<file path="src/rtl/fuente_pixeles_pkg.sv">
// Shared types for the pixel source: frame FSM states and the dimension width
// used by the image size and position counters.
package fuente_pixeles_pkg;

    localparam int ANCHO_DIM = 10;

    typedef enum logic [1:0] {
        IDLE,
        ACTIVO,
        FIN
    } estado_t;

    typedef logic [ANCHO_DIM-1:0] dim_t;

endpackage

</file>
<file path="src/rtl/fifo_pixeles.sv">
// First-word-fall-through pixel FIFO with a registered head, fill count and
// full/empty flags. Pointers wrap naturally because the depth is a power of two.
module fifo_pixeles #(
    parameter int PROFUNDIDAD = 16,
    parameter int ANCHO_PIXEL = 8
) (
    input  logic                           clk,
    input  logic                           reset,
    input  logic [ANCHO_PIXEL-1:0]         din,
    input  logic                           push,
    input  logic                           pop,
    output logic [ANCHO_PIXEL-1:0]         dout,
    output logic                           full,
    output logic                           empty,
    output logic [$clog2(PROFUNDIDAD):0]   count
);

    localparam int AP = $clog2(PROFUNDIDAD);

    logic [ANCHO_PIXEL-1:0] mem [PROFUNDIDAD];
    logic [AP-1:0]          wr_ptr;
    logic [AP-1:0]          rd_ptr;
    logic [AP-1:0]          rd_ptr_next;
    logic [AP:0]            count_next;
    logic [ANCHO_PIXEL-1:0] head_next;
    logic                   push_ok;
    logic                   pop_ok;

    assign full    = (count == (AP+1)'(PROFUNDIDAD));
    assign empty   = (count == '0);
    assign pop_ok  = pop && !empty;
    // A full FIFO still accepts a write when a pop frees the head slot this cycle.
    assign push_ok = push && (!full || pop_ok);

    always_comb begin
        // NOTE: every comb output gets a default first so no path can infer a latch.
        rd_ptr_next = rd_ptr;
        count_next  = count;
        head_next   = dout;
        if (pop_ok)
            rd_ptr_next = rd_ptr + AP'(1);
        case ({push_ok, pop_ok})
            2'b10:   count_next = count + (AP+1)'(1);
            2'b01:   count_next = count - (AP+1)'(1);
            default: count_next = count;
        endcase
        // The incoming pixel becomes the head when it lands in the slot being exposed.
        if (count_next != '0)
            head_next = (push_ok && (wr_ptr == rd_ptr_next)) ? din : mem[rd_ptr_next];
    end

    // NOTE: storage is not reset; occupancy is tracked by the pointers and count alone.
    always_ff @(posedge clk) begin
        if (push_ok)
            mem[wr_ptr] <= din;
    end

    // NOTE: sequential state uses non-blocking assignments so every register samples pre-edge values.
    always_ff @(posedge clk or posedge reset) begin
        if (reset) begin
            wr_ptr <= '0;
            rd_ptr <= '0;
            count  <= '0;
            dout   <= '0;
        end else begin
            if (push_ok)
                wr_ptr <= wr_ptr + AP'(1);
            rd_ptr <= rd_ptr_next;
            count  <= count_next;
            dout   <= head_next;
        end
    end

endmodule

</file>
<file path="src/rtl/fuente_pixeles.sv">
// Pixel source: buffers upstream pixels and serves exactly one frame of
// ancho x alto pixels per iniciar, tracking the column/row of the next pixel.
module fuente_pixeles
    import fuente_pixeles_pkg::*;
#(
    parameter int PROFUNDIDAD = 16,
    parameter int ANCHO_PIXEL = 8
) (
    input  logic                           clk,
    input  logic                           reset,
    input  logic [ANCHO_PIXEL-1:0]         pixel_in,
    input  logic                           write_pixel,
    input  logic                           iniciar,
    input  logic [ANCHO_DIM-1:0]           ancho_imagen,
    input  logic [ANCHO_DIM-1:0]           alto_imagen,
    input  logic                           read_pixel,
    output logic [ANCHO_PIXEL-1:0]         pixel_entrada,
    output logic                           data_available,
    output logic                           fifo_full,
    output logic [$clog2(PROFUNDIDAD):0]   ocupacion,
    output logic [ANCHO_DIM-1:0]           columna,
    output logic [ANCHO_DIM-1:0]           fila,
    output logic                           frame_done,
    output logic                           ocupado,
    output logic                           overflow,
    output logic                           underflow
);

    estado_t estado;
    estado_t estado_next;
    dim_t    ancho_q;
    dim_t    alto_q;
    logic    vacio;
    logic    pop_ok;
    logic    fin_columna;
    logic    ultimo_pixel;

    fifo_pixeles #(
        .PROFUNDIDAD (PROFUNDIDAD),
        .ANCHO_PIXEL (ANCHO_PIXEL)
    ) u_fifo (
        .clk   (clk),
        .reset (reset),
        .din   (pixel_in),
        .push  (write_pixel),
        .pop   (pop_ok),
        .dout  (pixel_entrada),
        .full  (fifo_full),
        .empty (vacio),
        .count (ocupacion)
    );

    assign data_available = (estado == ACTIVO) && !vacio;
    assign pop_ok         = read_pixel && data_available;
    assign fin_columna    = (columna == ancho_q - dim_t'(1));
    assign ultimo_pixel   = fin_columna && (fila == alto_q - dim_t'(1));
    assign frame_done     = (estado == FIN);
    assign ocupado        = (estado != IDLE);

    always_ff @(posedge clk or posedge reset) begin
        if (reset)
            estado <= IDLE;
        else
            estado <= estado_next;
    end

    always_comb begin
        estado_next = estado;
        case (estado)
            IDLE:    if (iniciar) estado_next = ACTIVO;
            ACTIVO:  if (pop_ok && ultimo_pixel) estado_next = FIN;
            FIN:     estado_next = IDLE;
            default: estado_next = IDLE;
        endcase
    end

    always_ff @(posedge clk or posedge reset) begin
        if (reset) begin
            ancho_q   <= '0;
            alto_q    <= '0;
            columna   <= '0;
            fila      <= '0;
            overflow  <= 1'b0;
            underflow <= 1'b0;
        end else begin
            // Dimensions are latched only when a frame actually starts.
            if (estado == IDLE && iniciar) begin
                ancho_q <= ancho_imagen;
                alto_q  <= alto_imagen;
                columna <= '0;
                fila    <= '0;
            end
            if (pop_ok) begin
                if (fin_columna) begin
                    columna <= '0;
                    fila    <= ultimo_pixel ? '0 : fila + dim_t'(1);
                end else begin
                    columna <= columna + dim_t'(1);
                end
            end
            if (write_pixel && fifo_full && !pop_ok)
                overflow <= 1'b1;
            if (read_pixel && !data_available)
                underflow <= 1'b1;
        end
    end

endmodule

</file>
<file path="config.mk">
export PLATFORM = sky130hd
export DESIGN_NAME = fuente_pixeles
export DESIGN_NICKNAME = d
export VERILOG_FILES = /design/src/rtl/fuente_pixeles_pkg.sv /design/src/rtl/fifo_pixeles.sv /design/src/rtl/fuente_pixeles.sv
export SDC_FILE = /design/constraint.sdc
export NUM_CORES = 1
export LEC_CHECK = 0
export CAP_MARGIN = 30
export CORE_MARGIN = 4
export CORE_UTILIZATION = 30
export DETAILED_ROUTE_END_ITERATION = 12
export GPL_TIMING_DRIVEN = 0
export SLEW_MARGIN = 10
export SYNTH_ARGS = -nofsm -noshare
export SYNTH_HDL_FRONTEND = slang
export SYNTH_SLANG_ARGS = --single-unit
</file>
<file path="constraint.sdc">
create_clock -name clk -period 4.39 [get_ports clk]
set_clock_uncertainty 0.2 [all_clocks]
set_input_delay 0.6585 -clock clk [delete_from_list [all_inputs] [get_ports clk]]
set_output_delay 0.6585 -clock clk [all_outputs]
set_load 0.01 [all_outputs]
</file>
==> out/qor.txt <==
Asr flop ratio synth - 0.337
Max Clock Freq - 250 MHz
Clock latency on the worst-skew pair - 0.44 ns
Worst reg2reg startpoint - u_fifo.count[2]
RSZ-0062 raised after global routing - false
Vias per inst - 5.15
Clock sink count - 193
Drt drc - 0
Synth Area per Inst - 12.2 um^2
R2r worst-path depth - 14
Met1 Wirelength - 10700 um
Worst path cell trace - clkdlybuf4s50_1 > and3b_1 > o21ai_4 > nor2_1 > xor2_1 > ha_1 > mux2i_1 > o21ai_0 > a211o_1 > nor2_1 > nor4b_4 > buf_4 > nand2_1 > o31ai_1
Fin util - 0.365
Port Buf Inserts - 70
Syn nets - 801
Vias in the first global route - 6381
Die area - 33800 um^2
Worst setup path category - in2reg
Metal3 WL - 1500 um
Crit Path Max Fanout - 10
Die Wd - 184 um
Most used DFF post-synth - edfxtp_1
Worst EP required - 4.54 ns
Fin nets - 897
CTS Root Cell - clkbuf_16
Slew Limit Headroom - 0.371
Cell Area, Synth - 9280 um^2
Largest net degree at the start of global routing - 56
Final Critical Period - 3.99 ns
CTS H-tree lvls - 4
Die H - 184 um
Hold Path Class - in2async
Final ANT Viol Nets - 0
Type of origin of the critical path - input port
Rows - 64
Initial antenna violation count - 0
Post-Syn Instances - 758
Final HPWL from detailed placement - 16400 um
Post-synthesis cell type count - 73
I/O pin cnt - 72
Post-CTS Resized - 0
Placer congestion estimate - 0.851
TritonCTS buffer count - 17
Slew Viols, Final - 0
Power per cell area - 651 nW/um^2
Via count - 6506
Seq cells post-synth - 193
Drt wl/cell - 18.7 um
N_diodes - 0
Synth area leaders - edfxtp_1 41%, dfrtp_1 18%, mux2_2 5.0%
TritonCTS clock tree - built
Placed instance area - 10500 um^2
Total GRT Usage - 0.140
Maximum vdd drop - 0.335 mV
Static Leakage - 4.00 nW
Synth top area share - 0.414
Top routing layer in use - met4
Status - finished, final reports clean
Final setup fails - 0
Hold Fails Final Rpt - 0
Worst path slowest cell - clkdlybuf4s50_1
First-pass GRT wire length - 36600 um
Core Region - 30500 um^2
Worst setup path end - u_fifo.dout[7]
Worst Tran Pin Value - 0.920 ns
Final period util - 0.910
Crit path arrival time - 4.15 ns
Crit. Startpoint - read_pixel
Final wirelength - 23600 um
CP dominant cell by count - nor2_1
Initial DRC count - 494
R2r endpoint - u_fifo.dout[7]
YS warnings - 0
Largest stage delay, worst path - 0.51 ns
Hold buffer count at cts - 0
CTS max path bufs - 2
Met2 WL - 10900 um
Crit end category - flip-flop
Clock Pin Slew Worst Setup and Hold Paths - 0.08 ns
Overflow after GRT - 0
Sequential fraction of the synthesis area - 0.590
Post-CTS setup buffer count - 0
Leading area contributor after synthesis - edfxtp_1
Pre-antenna DRT Iters - 5
R2R Setup Slk - 0.40 ns
MaxCap Viol Count - 0
Post-synth EDFFs - 128
Design Power - 7.26 mW
Area Overhead vs Synth - 20.1%
Share of cells above drive strength 1 - 0.131
Design area - 11100 um^2
Initial Util - 0.304
worst max-delay path, delay by kind of cell:
kind                       cells  cell delay (ns)
AOI/OAI and AO/OA              4             0.69
xor gates and xnor gates       1             0.18
adders and majority gates      1             0.29
buffers and inverters          2             0.78
muxes                          1             0.14
and+or+nand+nor                5             1.40
cells in the final DEF (no fill, tap or decap), types with 28 or more instances in the layout:
cell type and n:
xnor2_1 28, dfrtp_1 65, nor2_1 54, nand3_1 28, nand2_1 76, clkdlybuf4s50_1 70, mux2_2 41, o21ai_0 31
inv_1 28, edfxtp_1 128
sequential cells by signal, indices dropped and copies added (netlist names):
| signal | count |
|---|---|
| u_fifo.mem | 128 |
| alto_q | 10 |
| ancho_q | 10 |
| columna | 10 |
| fila | 10 |
| u_fifo.dout | 8 |
| u_fifo.count | 5 |
| u_fifo.rd_ptr | 4 |
| u_fifo.wr_ptr | 4 |
| estado | 2 |
| overflow | 1 |
| underflow | 1 |
cell type report:
cell class / count / area (um^2)
Clock buffer: 19 / 454
Multi-Input combinational cell: 504 / 3550
Fill cell: 2947 / 19400
Tap cell: 396 / 495
Sequential cell: 193 / 5470
Timing Repair Buffer: 78 / 777
Clock inverter: 13 / 135
Buffer: 30 / 149
Inverter: 30 / 118
cell usage after synthesis, drive strengths merged (3+ instances only):
cell type,instances
dfrtp,65
a32oi,3
buf,13
a211oi,7
a221oi,4
and3,15
nand3,28
ha,10
or3,13
o22ai,16
clkbuf,18
mux2i,17
nor2b,5
a31oi,9
o211ai,5
nor4,6
and3b,4
edfxtp,128
nand3b,4
a21oi,21
or4,3
a311oi,5
nor2,54
xor2,14
nor3,14
o2111ai,5
nand4,5
o21ai,33
inv,30
xnor2,29
o31ai,15
nand2b,3
nand2,76
mux4,7
mux2,41
cells by family after synthesis:
logic type / Yosys count / synth area share
and+or+nand+nor: 237 / 0.124
DFF: 193 / 0.590
AOI/OAI and AO/OA: 149 / 0.114
buffers and inverters: 61 / 0.0289
xor gates and xnor gates: 43 / 0.0442
muxes: 65 / 0.0855
adders and majority gates: 10 / 0.0135
worst min-delay path by stage:
stage,end,depth (start not counted),slack (ns),start
2_1_floorplan,estado[0],1,0.26,estado[1]
3_3_place_gp,overflow,1,0.25,overflow
3_5_place_dp,overflow,1,0.26,overflow
4_1_cts,u_fifo.dout[3],2,0.26,reset
5_1_grt,u_fifo.dout[3],2,0.27,reset
6_report,u_fifo.dout[3],2,0.27,reset
power by group:
part | internal, mW | total (mW) | switching [mW]
registers | 2.27 | 2.55 | 0.276
logic | 1.36 | 3.17 | 1.81
clock network | 0.793 | 1.54 | 0.750
per-layer routing:
| layer | up-vias | track usage |
|---|---|---|
| met5 | - | 0 |
| met3 | 27 | 0.0237 |
| li1 | 3049 | - |
| met2 | 211 | 0.224 |
| met4 | 0 | 0.0494 |
| met1 | 3219 | 0.192 |
per-stage QoR:
stage	TNS [ns]	setup slack [ns]	std cells	hold slack [ns]
finish	0	0.396	1263	0.269
global route	0	0.0385	1263	0.269
CTS	0	0.139	1262	0.257
detailed placement	-2.34	-0.303	1230	0.259
global placement	-1.81	-0.236	1224	0.253
floorplan	0	0.797	758	0.259
(Power assumes the default switching activity.)
